<file path="src/rtl/gerador_jogada_pkg.sv">
// Shared definitions for the player-input front end: button bit positions,
// FSM state codes and the opposite-direction cancellation helper.
package gerador_jogada_pkg;

  localparam int unsigned JOG_UP      = 0;
  localparam int unsigned JOG_DOWN    = 1;
  localparam int unsigned JOG_LEFT    = 2;
  localparam int unsigned JOG_RIGHT   = 3;
  localparam int unsigned JOG_SPECIAL = 4;
  localparam int unsigned JOG_SHOT    = 5;
  localparam int unsigned JOG_LARGURA = 6;

  // Bits subject to the shot/special cooldown
  localparam logic [JOG_LARGURA-1:0] MASCARA_ACAO = 6'b110000;

  typedef enum logic [1:0] {
    OCIOSO      = 2'b00,
    AGUARDA_ACK = 2'b01
  } estado_t;

  // Contradictory directions in the same word cancel each other out
  function automatic logic [JOG_LARGURA-1:0] cancela_pares(input logic [JOG_LARGURA-1:0] p);
    logic [JOG_LARGURA-1:0] r;
    r = p;
    if (p[JOG_UP] && p[JOG_DOWN]) begin
      r[JOG_UP]   = 1'b0;
      r[JOG_DOWN] = 1'b0;
    end
    if (p[JOG_LEFT] && p[JOG_RIGHT]) begin
      r[JOG_LEFT]  = 1'b0;
      r[JOG_RIGHT] = 1'b0;
    end
    return r;
  endfunction

endpackage

</file>
<file path="src/rtl/gerador_jogada_if.sv">
// Valid/accept handshake carrying the published move word to the game control unit.
interface gerador_jogada_if;
  import gerador_jogada_pkg::*;

  logic [JOG_LARGURA-1:0] jogada;
  logic                   jogada_valida;
  logic                   jogada_aceita;

  modport master (output jogada, output jogada_valida, input  jogada_aceita);
  modport slave  (input  jogada, input  jogada_valida, output jogada_aceita);
endinterface

</file>
<file path="src/rtl/gerador_jogada_debouncer.sv">
// Per-button conditioner: two-flop synchroniser, counter-based debounce and a
// one-cycle pulse on each debounced 0->1 transition.
module debouncer_botao #(
  parameter int unsigned DEBOUNCE_CICLOS = 1000
) (
  input  logic clock,
  input  logic reset,
  input  logic entrada,
  output logic estavel,
  output logic pulso_subida
);

  localparam int unsigned CW = $clog2(DEBOUNCE_CICLOS);

  logic [1:0]    sinc;
  logic [CW-1:0] contador;

  always_ff @(posedge clock or negedge reset) begin
    if (!reset) begin
      sinc         <= '0;
      estavel      <= 1'b0;
      contador     <= '0;
      pulso_subida <= 1'b0;
    end else begin
      sinc         <= {sinc[0], entrada};
      pulso_subida <= 1'b0;
      if (sinc[1] != estavel) begin
        // The edge that finds the counter at its limit is the last of the run
        if (contador == CW'(DEBOUNCE_CICLOS - 1)) begin
          estavel      <= sinc[1];
          contador     <= '0;
          pulso_subida <= sinc[1];
        end else begin
          contador <= contador + CW'(1);
        end
      end else begin
        contador <= '0;
      end
    end
  end

endmodule

</file>
<file path="src/rtl/gerador_jogada.sv">
// Player-input front end: debounced button edges accumulate in a pending word that
// is published through a valid/accept handshake, with a shot/special cooldown.
module gerador_jogada
  import gerador_jogada_pkg::*;
#(
  parameter int unsigned DEBOUNCE_CICLOS = 1000,
  parameter int unsigned RECARGA_TIRO    = 5000
) (
  input  logic                   clock,
  input  logic                   reset,
  input  logic                   habilita,
  input  logic [JOG_LARGURA-1:0] botoes,
  gerador_jogada_if.master       jog,
  output logic [1:0]             db_estado,
  output logic                   db_recarga
);

  localparam int unsigned RW = $clog2(RECARGA_TIRO + 1);

  estado_t                estado, estado_prox;
  logic [JOG_LARGURA-1:0] estaveis, pulsos, novos, publicavel;
  logic [JOG_LARGURA-1:0] pendente, pendente_prox;
  logic [JOG_LARGURA-1:0] jogada_q, jogada_prox;
  logic [RW-1:0]          recarga, recarga_prox;

  for (genvar i = 0; i < JOG_LARGURA; i++) begin : g_botao
    debouncer_botao #(.DEBOUNCE_CICLOS(DEBOUNCE_CICLOS)) u_debouncer (
      .clock        (clock),
      .reset        (reset),
      .entrada      (botoes[i]),
      .estavel      (estaveis[i]),
      .pulso_subida (pulsos[i])
    );
  end

  always_ff @(posedge clock or negedge reset) begin
    if (!reset) begin
      estado   <= OCIOSO;
      jogada_q <= '0;
      pendente <= '0;
      recarga  <= '0;
    end else begin
      estado   <= estado_prox;
      jogada_q <= jogada_prox;
      pendente <= pendente_prox;
      recarga  <= recarga_prox;
    end
  end

  always_comb begin
    novos         = pulsos & estaveis & ((recarga != '0) ? ~MASCARA_ACAO : '1);
    publicavel    = cancela_pares(pendente);
    estado_prox   = estado;
    jogada_prox   = jogada_q;
    pendente_prox = pendente | novos;
    recarga_prox  = (recarga != '0) ? recarga - RW'(1) : '0;

    if (!habilita) begin
      estado_prox   = OCIOSO;
      jogada_prox   = '0;
      pendente_prox = '0;
      recarga_prox  = '0;
    end else begin
      case (estado)
        OCIOSO: begin
          if (pendente != '0) begin
            // Whole pending word is consumed even when cancellation empties it
            pendente_prox = novos;
            if (publicavel != '0) begin
              jogada_prox = publicavel;
              estado_prox = AGUARDA_ACK;
            end
          end
        end
        AGUARDA_ACK: begin
          if (jog.jogada_aceita) begin
            jogada_prox = '0;
            estado_prox = OCIOSO;
            if ((jogada_q & MASCARA_ACAO) != '0)
              recarga_prox = RW'(RECARGA_TIRO);
          end
        end
        default: estado_prox = OCIOSO;
      endcase
    end
  end

  assign jog.jogada        = jogada_q;
  assign jog.jogada_valida = (estado == AGUARDA_ACK);
  assign db_estado         = estado;
  assign db_recarga        = (recarga != '0);

endmodule

</file>
<file path="src/flat_wrapper.sv">
// flat-port wrapper written by rule: the top's interface ports become plain ports
module gerador_jogada_flat import gerador_jogada_pkg::*;
#(
  parameter int unsigned DEBOUNCE_CICLOS = 1000,
  parameter int unsigned RECARGA_TIRO    = 5000
)
  (clock, reset, habilita, botoes, db_estado, db_recarga, jog_jogada, jog_jogada_valida, jog_jogada_aceita);
  gerador_jogada_if jog_i ();
  input  logic clock;
  input  logic reset;
  input  logic habilita;
  input  logic [JOG_LARGURA-1:0] botoes;
  output logic [1:0] db_estado;
  output logic db_recarga;
  output wire logic [$bits(jog_i.jogada)-1:0] jog_jogada;
  output wire logic [$bits(jog_i.jogada_valida)-1:0] jog_jogada_valida;
  input wire logic [$bits(jog_i.jogada_aceita)-1:0] jog_jogada_aceita;
  assign jog_jogada = jog_i.jogada;
  assign jog_jogada_valida = jog_i.jogada_valida;
  assign jog_i.jogada_aceita = jog_jogada_aceita;
  gerador_jogada #(.DEBOUNCE_CICLOS(DEBOUNCE_CICLOS), .RECARGA_TIRO(RECARGA_TIRO)) u_core (.clock(clock), .reset(reset), .habilita(habilita), .botoes(botoes), .jog(jog_i), .db_estado(db_estado), .db_recarga(db_recarga));
endmodule
</file>
<file path="config.mk">
export PLATFORM = sky130hd
export DESIGN_NAME = gerador_jogada_flat
export DESIGN_NICKNAME = d
export VERILOG_FILES = /design/src/rtl/gerador_jogada_pkg.sv /design/src/rtl/gerador_jogada_if.sv /design/src/rtl/gerador_jogada_debouncer.sv /design/src/rtl/gerador_jogada.sv /design/src/flat_wrapper.sv
export SDC_FILE = /design/constraint.sdc
export NUM_CORES = 1
export LEC_CHECK = 0
export ABC_CLOCK_PERIOD_IN_PS = 4090
export CAP_MARGIN = 20
export CORE_MARGIN = 5
export CORE_UTILIZATION = 55
export DETAILED_ROUTE_END_ITERATION = 6
export PLACE_DENSITY = 0.73
export SLEW_MARGIN = 10
export SYNTH_ARGS = -nofsm -noshare
export SYNTH_HDL_FRONTEND = slang
export SYNTH_SLANG_ARGS = --single-unit
</file>
<file path="constraint.sdc">
create_clock -name clock -period 4.09 [get_ports clock]
set_input_delay 0.6135 -clock clock [delete_from_list [all_inputs] [get_ports clock]]
set_output_delay 0.6135 -clock clock [all_outputs]
set_load 0.03 [all_outputs]
</file>
==> results of run 1 <==
## final cells by class
class                      count  area share
timing repair buffer          20      0.0363
multi-input combinational    314       0.375
clock inverter                 1    0.000943
clock buffer                  14      0.0306
sequential                   110       0.519
inverter                      19      0.0134
tap                          108      0.0255
## metal layers
layer / track usage / part of all wire / vias to the layer above
met5: 0 / 0 / -
met2: 0.243 / 0.48 / 33
met4: 0.0648 / 0.017 / 0
met3: 0.0423 / 0.031 / 13
li1: - / - / 1536
met1: 0.189 / 0.47 / 1486
## worst min path at each step
stage                                                startpoint                                   endpoint  slack (ns)  depth (start not counted)
final                                                     reset  u_core.g_botao[0].u_debouncer.contador[7]        0.29                          1
after floorplan                                           reset                        u_core.db_estado[0]        0.32                          0
after global placement    u_core.g_botao[0].u_debouncer.sinc[0]      u_core.g_botao[0].u_debouncer.sinc[1]        0.33                          0
after global routing                                      reset  u_core.g_botao[0].u_debouncer.contador[7]        0.35                          1
after detailed placement  u_core.g_botao[0].u_debouncer.sinc[0]      u_core.g_botao[0].u_debouncer.sinc[1]        0.34                          0
after CTS                                                 reset  u_core.g_botao[0].u_debouncer.contador[7]        0.31                          1
## worst reg2reg max path, stage by stage, from the launching register on
cell and delay, ns:
dfrtp_1 0.41, inv_1 0.07, ha_1 0.20, or4b_1 0.61, or3_4 0.47, nand2_2 0.12, o21ai_1 0.09
## through the flow
stage | hold WS, ns | power [mW]
5_1_grt | 0.350 | 2.22
2_1_floorplan | 0.318 | 1.45
4_1_cts | 0.313 | 2.13
3_5_place_dp | 0.336 | 1.55
3_3_place_gp | 0.335 | 1.53
6_report | 0.287 | 2.10
## where the power goes
part | switching [mW] | total [mW] | internal (mW) | leakage (nW)
registers | 0.0509 | 1.19 | 1.14 | 1.49
logic | 0.194 | 0.332 | 0.138 | 0.743
clock network | 0.325 | 0.577 | 0.252 | 0.0865
total | 0.570 | 2.10 | 1.53 | 2.32
## state kept, by name, summed over array words and instances (netlist names)
register                                 count
u_core.pendente                              6
u_core.recarga                              13
u_core.jog.jogada                            6
u_core.db_estado                             1
u_core.g_botao.u_debouncer.estavel           6
u_core.g_botao.u_debouncer.contador         60
u_core.g_botao.u_debouncer.sinc             12
u_core.g_botao.u_debouncer.pulso_subida      6
## layout by cell type (no fill, tap or decap), types with 3 or more instances in the layout
cell type        count
dfrtp_1            110
nor2_1              70
nand2_1             41
xnor2_1             38
xor2_1              25
nor3_1              20
inv_1               19
clkdlybuf4s50_1     17
nand3_1             13
ha_1                13
nand4_1             12
clkbuf_8            11
or4_1                7
nor2b_1              7
and2_1               7
and3_1               7
nor3b_1              7
mux2_2               6
nand2b_1             5
a22oi_1              4
o21ai_1              4
mux2i_1              4
clkbuf_1             3
buf_4                3
## logic make-up (layout without fill, tap and decap cells)
logic type | count (synthesis) | count (layout) | share of synthesized area
AND/OR/NAND/NOR | 207 | 207 | 0.212
multiplexers | 10 | 10 | 0.0223
buffers and inverters | 23 | 54 | 0.0197
flip-flops | 110 | 110 | 0.569
XOR/XNOR | 63 | 63 | 0.114
adder cells (fa/ha/maj) | 13 | 13 | 0.0336
AO/OA/AOI/OAI | 20 | 20 | 0.0279
other | 1 | 1 | 0.000775
==> impl.org, run 1 <==
** Run status
- The flow ran to the end, and the final reports show no timing, DRC or antenna violations.

** Synth
- The biggest area contributor in the post-synthesis netlist is dfrtp_1.
- The share of the Yosys chip area taken by registers is 0.569.
- Post-Synthesis Cells :: 447
- For this run, asynchronously set or reset flops after synthesis account for 1.00.
- Among all flip-flop cells after synthesis, the most frequent one is dfrtp_1.
- Cell with the most instances after synthesis :: dfrtp_1
- Each instance of the synthesized netlist takes up on average 10.8 sq um.
- Number of flip-flops and latches in the synthesized netlist :: 110
- For this run, the number of Yosys warnings is 0.
- Syn nets :: 470
- Counting flops with a built-in enable in the synthesized netlist gives 0.
- The commonest cells after synthesis are dfrtp_1, nor2_1, nand2_1.
- The synthesized netlist occupies a cell area of just under 5000 sq um.
- The netlist uses 40 different library cells.
- Of the post-synthesis cell area, the dominant cell type holds 0.569.
- Main area contributors after synthesis :: dfrtp_1, xnor2_1, nor2_1

** STA
- Measured against its own limit, the worst slew margin works out to 0.494.
- Derived from the worst setup path, the maximum achievable clock frequency is around 300 MHz.
- Period Utilization, post-route :: 0.814
- The number of hold-slack violations in the final timing report is 0.
- Setup violations remaining at the end of the flow were counted as 0.
- For the final database, setup skew stands at 0.00582 ns.
- Worst-margin pin slew :: 0.752 ns
- The worst path needs 3.33 ns of the cycle, external delays included.
- Final count of pins violating max slew :: 0
- The worst path meets setup with around 0.76 ns of slack.
- Setup repair after global routing left no endpoint under its margin.
- Fin Setup TNS :: 0 ns

** Worst setup path
- Slowest CP cell :: or4b_1
- Critical Path Source :: u_core.recarga[0]
- Worst reg2reg setup slack :: 2.00 ns
- The critical path contains buffers and inverters numbering 2 combined.
- STA classifies the critical path startpoint as a register.
- Startpoint-to-endpoint class of the critical path :: reg2out
- Count of cells along the worst register-to-register path :: 6
- Delay of the slowest cell on the worst path :: 0.61 ns
- In this design, the largest share of critical-path delay is due to simple AND/OR/NAND/NOR gates.
- Req. time, crit path :: 3.48 ns
- Element type at the critical path end :: primary output
- Traced cell by cell, the critical path runs through inv_1 > ha_1 > or4b_1 > or3_4 > clkdlybuf4s50_1.
- In this run the worst path has a maximum fanout of 7.
- The endpoint identified for the worst register-to-register timing path is u_core.recarga[3].
- Number of cells on the critical path :: 5
- At the worst endpoint, the arrival time is about 2.7 ns.
- In this run the critical register-to-register path is launched from u_core.recarga[0].
- The critical path ends at db_recarga.

** Detailed routing
- 1st-pass router iterations :: 4
- DRC marker count from the first detailed-route iteration :: 66
- The routed design has approximately 7.7 mm of wire.
- DRC errors left :: 0
- Dividing the detail-routed wire length by the instance count gives 13.1 microns.
- The routed layout has about 3100 vias.
- Dividing the detail-routed via count by the number of cells gives 5.24.
- Antenna Violating Nets Remaining :: 0

** Place
- Final weighted congestion in routability-driven placement :: 0.894
- Number of input and output port buffers inserted :: 18
- After detailed placement, the design holds a cell count of 571.
- DP Wirelength :: about 5.4 mm
- DP Area :: 5140 sq um
- Dpl ws :: 1.15 ns

** Layout
- Utilization after layout :: 0.615
- The area growth from synthesis to layout is 9.75%.
- Once layout is done, the placed cells without fillers occupy around 5300 sq um.
- Leaving out filler cells and counting taps, the final layout contains 586.
- In the final layout, the multi-input gates occupy 1990 sq um.
- Fraction of layout cells with a size suffix above 1 :: 0.0544
- The repair_antennas step left the layout with diodes totalling 0.
- Final net count :: 497
- Counting the fill cells in the layout gives 705.
- Registers take 2750 sq um.

** Global routing
- Across every metal layer, demand over resource in global routing totals 0.150.
- First-pass GRT wire length :: 13.5 mm
- Global route total overflow :: 0
- Entering global routing, the biggest net connects 60 pins.
- Via count of the first global-routing pass :: between 3000 and 4000
- The number of antenna violations at the first check in global routing is 0.

** CTS
- Number of H-tree levels :: 3
- Gates resized during post-CTS repair numbered 0.
- Clock net sink count :: 110
- Clock Latency Late Sink :: 0.37 ns
- TritonCTS buffer count :: 9
- The tree is rooted in a clkbuf_8.
- After clock tree synthesis, the clock-pin slew on the worst setup and hold paths is roughly 0.09 ns.
- Clock tree buffer depth :: 2
- Number of buffers inserted by post-CTS setup repair :: 0
- Number of buffers inserted for hold repair after clock tree synthesis :: 0
- TritonCTS built the clock tree.

** Floorplan
- Core Box Area :: 8640 sq um
- The die covers 10800 sq um.
- The floorplan has 34 rows.
- In this run the count of I/O pins placed on the die edge is 20.
- The initial utilization of the core area, before any placement, comes to 0.560.
- In this run the vertical extent of the chip is 104 microns.
- Horizontal die dimension :: 104 microns

** Power
- Cell area power density :: 396 nW/um^2
- IR analysis of the VDD net gives a maximum drop of 0.000223 V.
- Summed over all cells, the static leakage comes to 2.32 nW.

** Job
- Max-cap violation count :: 0

** Min path
- The worst hold path belongs to the class in2async.
Note: power is estimated with default switching activity, not from simulation.
==> run 2: changes to the inputs <==
--- a/config.mk
+++ b/config.mk
@@ -5,7 +5,7 @@
 export SDC_FILE = /design/constraint.sdc
 export NUM_CORES = 1
 export LEC_CHECK = 0
-export ABC_CLOCK_PERIOD_IN_PS = 4090
+export ABC_CLOCK_PERIOD_IN_PS = 3330
 export CAP_MARGIN = 20
 export CORE_MARGIN = 5
 export CORE_UTILIZATION = 55
==> constraint.sdc (replaced) <==
create_clock -name clock -period 3.33 [get_ports clock]
set_input_delay 0.4995 -clock clock [delete_from_list [all_inputs] [get_ports clock]]
set_output_delay 0.4995 -clock clock [all_outputs]
set_load 0.03 [all_outputs]
==> run 2 against run 1 <==
Hold slack got worse by 0.12 ns. Die area unchanged. Combinational power increased by 25%. Global-route usage grew 0.22 points. Setup slack worse by 0.54 ns. Sequential power increased by 23%. Count of clock-buffer cells in the layout is 4 lower. Critical path depth is the same. Largest cell class unchanged. Wire length increased by 0.33%. Final cell count is 0.17% lower. Non-clock buffer count did not move. Via count grew 1.3%.
==> impl.org, run 2 (synthesized netlist as in run 1, its figures left out) <==
** Run status
- Run status :: finished clean

** STA
- Setup violations remaining at the end of the flow were counted as 0.
- Unrepaired setup endpoints after global routing :: no
- In the finished design, the share of the clock period the worst path needs comes to 0.933.
- In the post-route analysis, the smallest setup slack over all paths is 0.223 ns.
- For the pin with the worst max-slew slack, the measured transition is 0.691 ns.
- The number of hold-slack violations in the final timing report is 0.
- Timing would allow up to 322 MHz.
- Fin Setup TNS :: 0 ns
- Final count of pins violating max slew :: 0
- Measured against its own limit, the worst slew margin works out to 0.538.
- For the finished layout, the period the worst path requires is between 3 and 4 ns.
- Across the routed clock network, the largest skew measured is 0.00997 ns.

** Power
- Worst IR Drop VDD :: 0.000263 V
- Tot Pwr :: 2.63 mW
- Of the total power, combinational logic draws 0.159.
- Switching power total :: ~0.71 mW
- The share of total power dissipated in sequential elements is 0.558.
- Of the total power, the share spent switching nets is 0.270.
- Static leakage :: 2.32 nW
- Cell area power density :: about 490 nW/um^2
- Clock network fraction of total power :: 0.284
- Internal power comes to 1.92 mW.

** Layout
- The largest registers in the layout are u_core.g_botao.u_debouncer.contador x60, u_core.recarga x13, u_core.g_botao.u_debouncer.sinc x12.
- After the last flow step, the layout net total stands at approximately 500.
- Most common cell after layout, fill and taps aside :: dfrtp_1
- N_diodes :: 0
- Measured on the finished design, the core utilization comes to 0.618.
- Of the cells placed in the final design, the portion with a size suffix greater than 1 is 0.0587.
- Counting the fill cells in the layout gives between 600 and 700.
- Counting flops per register, the top entry is u_core.g_botao.u_debouncer.contador.
- Number of flip-flops under the largest register name :: 60
- Layout overhead on the synthesized area :: 10.3%
- Commonest cells after routing, fill and taps aside :: dfrtp_1, nor2_1, nand2_1

** Global routing
- Entering global routing, the biggest net connects 62 pins.
- Via count of the first global-routing pass :: roughly 3200
- Number of antenna violations at the first check in global routing :: 0
- Global route total overflow :: 0
- In the global route stage, overall resource usage came out at 0.152.
- First-pass GRT wire length :: ~14 mm

** Detailed routing
- The first detailed-routing pass took 4 iterations.
- DRC errors left :: 0
- Dividing the detail-routed via count by the number of cells gives 5.31.
- The detail route stage leaves a number of antenna-violating nets equal to 0.
- Dividing the detail-routed wire length by the instance count gives 13.2 microns.
- The detailed router finished its first iteration with 122 violations.
- Routed vias :: 3107
- Summed over all layers, the routed wires come to 7.70 mm.

** CTS
- Clock Latency Late Sink :: ~0.35 ns
- Number of H-tree levels :: 3
- After clock tree synthesis, the clock-pin slew on the worst setup and hold paths is 0.09 ns.
- Clock net sink count :: 110
- TritonCTS built the clock tree.
- Clock tree buffer depth :: 2
- The tree is rooted in a clkbuf_8.
- Number of buffers inserted for hold repair after clock tree synthesis :: 0
- Cts repair resizes :: 0
- Post-CTS timing repair inserted 0 buffers for setup.
- TritonCTS buffer count :: 9

** Floorplan
- Core Box Area :: 8640 sq um
- In this run the core area contains 34 standard-cell rows.
- Horizontal die dimension :: 104 microns
- Die span in y :: 104 microns
- The floorplan step defined a die boundary enclosing 10800 sq um.
- For this configuration, the core starts out at a cell density of 0.560.
- During I/O placement, the number of pins put on the boundary was 20.

** Worst setup path
- At the worst endpoint, the arrival time is 2.61 ns.
- Worst Setup Start Kind :: register
- Max FO, Critical Path :: 7
- STA classifies the critical path endpoint as a primary output.
- Req. time, crit path :: 2.83 ns
- The worst setup path is of the reg2out kind.

** Place
- Dpl ws :: 0.485 ns
- Number of input and output port buffers inserted :: 18
- Detailed placement ended at an HPWL of 5.40 mm.
- Final weighted congestion in routability-driven placement :: 0.875

** Min path
- Worst min-delay path class :: in2async

** Job
- Across the run, the number of max-cap violations was 0.
[run 2: cell count changes in the layout (fill, tap and decap cells not counted), sizes merged]
cell | before | now
bufinv | 0 | 1
clkbuf | 14 | 10
clkinvlp | 0 | 2
[run 2: layout make-up]
class / count / area (sq um) / share of cell area
Clock buffer: 10 / 128 / 0.0239
Clock inverter: 4 / 50.0 / 0.00938
Inverter: 19 / 71.3 / 0.0134
Multi-Input combinational cell: 314 / 1990 / 0.373
Sequential cell: 110 / 2750 / 0.516
Tap cell: 108 / 135 / 0.0253
Timing Repair Buffer: 20 / 205 / 0.0385
[run 2: stage by stage]
step	cell area, sq um	hold WS (ns)	cells
CTS	5330	0.165	585
detailed placement	5150	0.335	571
floorplan	4840	0.204	447
global placement	5150	0.332	571
finish	5330	0.162	585
global route	5330	0.197	585
[run 2: path summary, 6_finish.rpt]
kind,startpoint,end,slack [ns],depth (start not counted)
worst max register to register,u_core.recarga[0],u_core.recarga[9],1.33,6
worst min register to register,u_core.g_botao[1].u_debouncer.sinc[0],u_core.g_botao[1].u_debouncer.sinc[1],0.35,0
worst max-delay path,u_core.recarga[0],db_recarga,0.22,5
min in group clock,u_core.g_botao[1].u_debouncer.sinc[0],u_core.g_botao[1].u_debouncer.sinc[1],0.35,0
worst min-delay path,reset,u_core.g_botao[0].u_debouncer.contador[5],0.16,1
max in group asynchronous,reset,u_core.g_botao[3].u_debouncer.pulso_subida,2.45,2
[run 2: power groups by stage]
stage / Combinational (mW) / Clock, mW / Sequential, mW
2_1_floorplan: 0.304 / 0 / 1.48
3_3_place_gp: 0.397 / 0 / 1.48
3_5_place_dp: 0.410 / 0 / 1.49
4_1_cts: 0.413 / 0.775 / 1.46
5_1_grt: 0.467 / 0.829 / 1.47
6_report: 0.416 / 0.745 / 1.46
[run 2: critical path, stage by stage, from the launching register on]
cell             delay [ns]
dfrtp_1                0.41
inv_1                  0.07
ha_1                   0.19
or4b_4                 0.54
or3_4                  0.44
clkdlybuf4s50_1        0.60
[run 2: metal layers]
layer | global-route usage | up-vias | part of all wire
met1 | 0.204 | 1508 | 0.48
met5 | 0 | - | 0
met3 | 0.0299 | 17 | 0.030
met2 | 0.244 | 43 | 0.47
met4 | 0.0648 | 0 | 0.017
li1 | - | 1539 | -
==> run 3: changes to the inputs <==
--- a/config.mk
+++ b/config.mk
@@ -9,7 +9,9 @@
 export CAP_MARGIN = 20
 export CORE_MARGIN = 5
 export CORE_UTILIZATION = 55
+export CTS_BUF_LIST = sky130_fd_sc_hd__clkbuf_2 sky130_fd_sc_hd__clkbuf_4 sky130_fd_sc_hd__clkbuf_8
 export DETAILED_ROUTE_END_ITERATION = 6
+export HOLD_SLACK_MARGIN = 0.08
 export PLACE_DENSITY = 0.73
 export SLEW_MARGIN = 10
 export SYNTH_ARGS = -nofsm -noshare
==> run 3 against run 2 <==
Core utilization hardly changed. Setup slack worse by 0.0071 ns. Count of clock-buffer cells in the layout stayed put. Final cell count stayed put. Critical path type unchanged. Total power is 0.42% higher. Register-to-register slack hardly changed. Final area hardly changed. Via count hardly changed. Hold slack worse by 0.0035 ns. Combinational power hardly changed. Critical endpoint unchanged.
==> impl.org, run 3 (synthesized netlist as in run 1, its figures left out) <==
** Layout
- In the layout the commonest cells are dfrtp_1, nor2_1, nand2_1.
- After filler insertion, the fill cell instance count of the layout stands at 700.
- The register with the most flip-flops in the final layout is u_core.g_botao.u_debouncer.contador.
- In the final layout, the share of cells above drive strength 1 is 0.0608.
- Utilization after layout :: 0.618
- The number of antenna diodes in the final layout is 0.
- Final net count :: 497
- Layout overhead on the synthesized area :: 10.4%
- Leaving out fill and tap cells, the most frequent cell in the layout is dfrtp_1.
- The largest registers in the layout are u_core.g_botao.u_debouncer.contador x60, u_core.recarga x13, u_core.g_botao.u_debouncer.sinc x12.
- The register with the most flip-flops in the layout has 60 of them.

** Power
- IR analysis of the VDD net gives a maximum drop of 0.000263 V.
- In this run the static leakage power is 2.32 nW.
- The design draws 2.64 mW.
- For this design the ratio of total power to cell area is 494 nW/um^2.

** Detailed routing
- For this run, design rule violations remaining after detail routing come to 0.
- 1st-pass router iterations :: 4
- After detailed routing, the number of vias per cell comes to 5.31.
- After detailed routing, the average wire length per cell comes to around 13 microns.
- In this run the remaining antenna-violating nets after routing total 0.
- Wires add up to around 7.7 mm.
- Routed vias :: 3109
- In this run, the number of DRC markers left after iteration 0 of detailed routing was ~120.

** Job
- Max-cap violation count :: 0

** Place
- At the end of routability-driven placement, the weighted congestion stood at 0.875.
- Input and output buffers added on the ports amount to 18.
- Dpl ws :: 0.485 ns
- DP Wirelength :: 5.40 mm

** STA
- Unrepaired setup endpoints after global routing :: no
- Final hold violations :: 0
- The final max-slew violation count was 0.
- Post-layout min period :: 3.11 ns
- Hold WS :: 0.158 ns
- Setup violations remaining at the end of the flow were counted as 0.
- At the pin with the least slew margin, the transition time is 0.676 ns.
- In this run the tightest slew margin relative to its limit is 0.547.
- Clock skew :: 0.0106 ns
- Of the available clock period, the critical path in the final layout requires 0.935.
- Fmax achieved :: 321 MHz
- Setup slack on the critical path of the routed design comes to 0.216 ns.
- Fin Setup TNS :: 0 ns

** Min path
- Worst min-delay path class :: in2async

** Worst setup path
- Slowest CP cell :: clkdlybuf4s50_1
- For the worst setup path, the data required time is about 2.8 ns.
- Of all nets on the critical path, the largest fanout is 7.
- The worst setup path is of the reg2out kind.
- For the worst setup path, the data arrival time is ~2.6 ns.
- Element type at the critical path end :: primary output
- Cell family contributing the most delay on the critical path :: simple AND/OR/NAND/NOR gates
- On the worst path, the slowest cell contributes a delay of 0.60 ns.
- Crit path cell chain :: inv_1 > ha_1 > or4b_4 > or3_4 > clkdlybuf4s50_1
- Worst Setup Start Kind :: register
- Buffer and inverter count on the worst path :: 2

** Global routing
- The number of global-route vias before repair came to 3157.
- The number of antenna violations at the first check in global routing came to 0.
- For this run, the total global-route usage over all layers was measured as 0.153.
- Maximum number of pins on one net before global-route repair :: 62
- First-pass GRT wire length :: around 14 mm
- Global route total overflow :: 0

** CTS
- TritonCTS built the clock tree.
- TritonCTS buffer count :: 9
- Number of H-tree levels :: 3
- Post-CTS clock slew at the launch and capture registers of the worst setup and hold paths :: 0.10 ns
- The clock reaches the later pin of the worst-skew pair after 0.35 ns.
- Root buf cell :: clkbuf_8
- The clock passes through at most 2 buffers.
- Clock net sink count :: 110

** Floorplan
- Effective utilization at floorplan :: 0.560
- Placement Rows :: 34
- In this run the standard cell core region covers around 8600 sq um.
- Horizontal die dimension :: 104 microns
- The floorplan step defined a die boundary enclosing 10800 sq um.
- The die is 104 microns tall.
- Number of ports placed on the die boundary :: 20

** Run status
- Run status :: finished clean
==> run 3: routing by layer <==
layer  vias up  wire [microns]  GRT usage  part of all wire
li1       1540               -          -                 -
met1      1512            3700      0.206              0.48
met2        42            3610      0.243              0.47
met3        15             242     0.0280             0.032
met4         0             130     0.0638             0.017
met5         -               0          0                 0
==> run 3: worst paths after layout <==
path	from	end	slack, ns	cells after the start
max in group asynchronous	reset	u_core.g_botao[3].u_debouncer.pulso_subida	2.45	2
hold / removal	reset	u_core.g_botao[0].u_debouncer.contador[5]	0.16	1
hold reg to reg	u_core.g_botao[1].u_debouncer.sinc[0]	u_core.g_botao[1].u_debouncer.sinc[1]	0.35	0
setup / recovery	u_core.recarga[0]	db_recarga	0.22	5
min in group clock	u_core.g_botao[1].u_debouncer.sinc[0]	u_core.g_botao[1].u_debouncer.sinc[1]	0.35	0
setup reg to reg	u_core.recarga[0]	u_core.recarga[9]	1.33	6
==> run 3: layout make-up <==
class | count | area, sq um | share of cell area
clock buffer | 10 | 131 | 0.0246
clock inverter | 4 | 50.0 | 0.00938
inverter | 19 | 71.3 | 0.0134
multi-input combinational | 314 | 1990 | 0.373
sequential | 110 | 2750 | 0.516
tap | 108 | 135 | 0.0253
timing repair buffer | 20 | 205 | 0.0384
==> run 3: worst reg2reg max path: cells and delay by family, from the launching register on <==
family / cells / cell delay (ns)
and+or+nand+nor: 3 / 1.10
DFF: 1 / 0.42
adders and majority gates: 1 / 0.20
AOI/OAI and AO/OA: 1 / 0.09
buffers and inverters: 1 / 0.07
==> run 3: repair_timing <==
item,in CTS,in global routing
resized for setup,0,1
setup endpoints to repair,0,1
hold buffers,0,0
buffers inserted,0,0
==> run 3: where the power goes <==
part	total (mW)	internal, mW	switching, mW
Clock	0.756	0.347	0.409
Sequential	1.46	1.40	0.0633
Combinational	0.417	0.177	0.239
Total	2.64	1.93	0.712
==> run 3: metrics by stage <==
step,cells,cell area [sq um]
2_1_floorplan,447,4840
3_3_place_gp,571,5150
3_5_place_dp,571,5150
4_1_cts,585,5330
5_1_grt,585,5340
6_report,585,5340
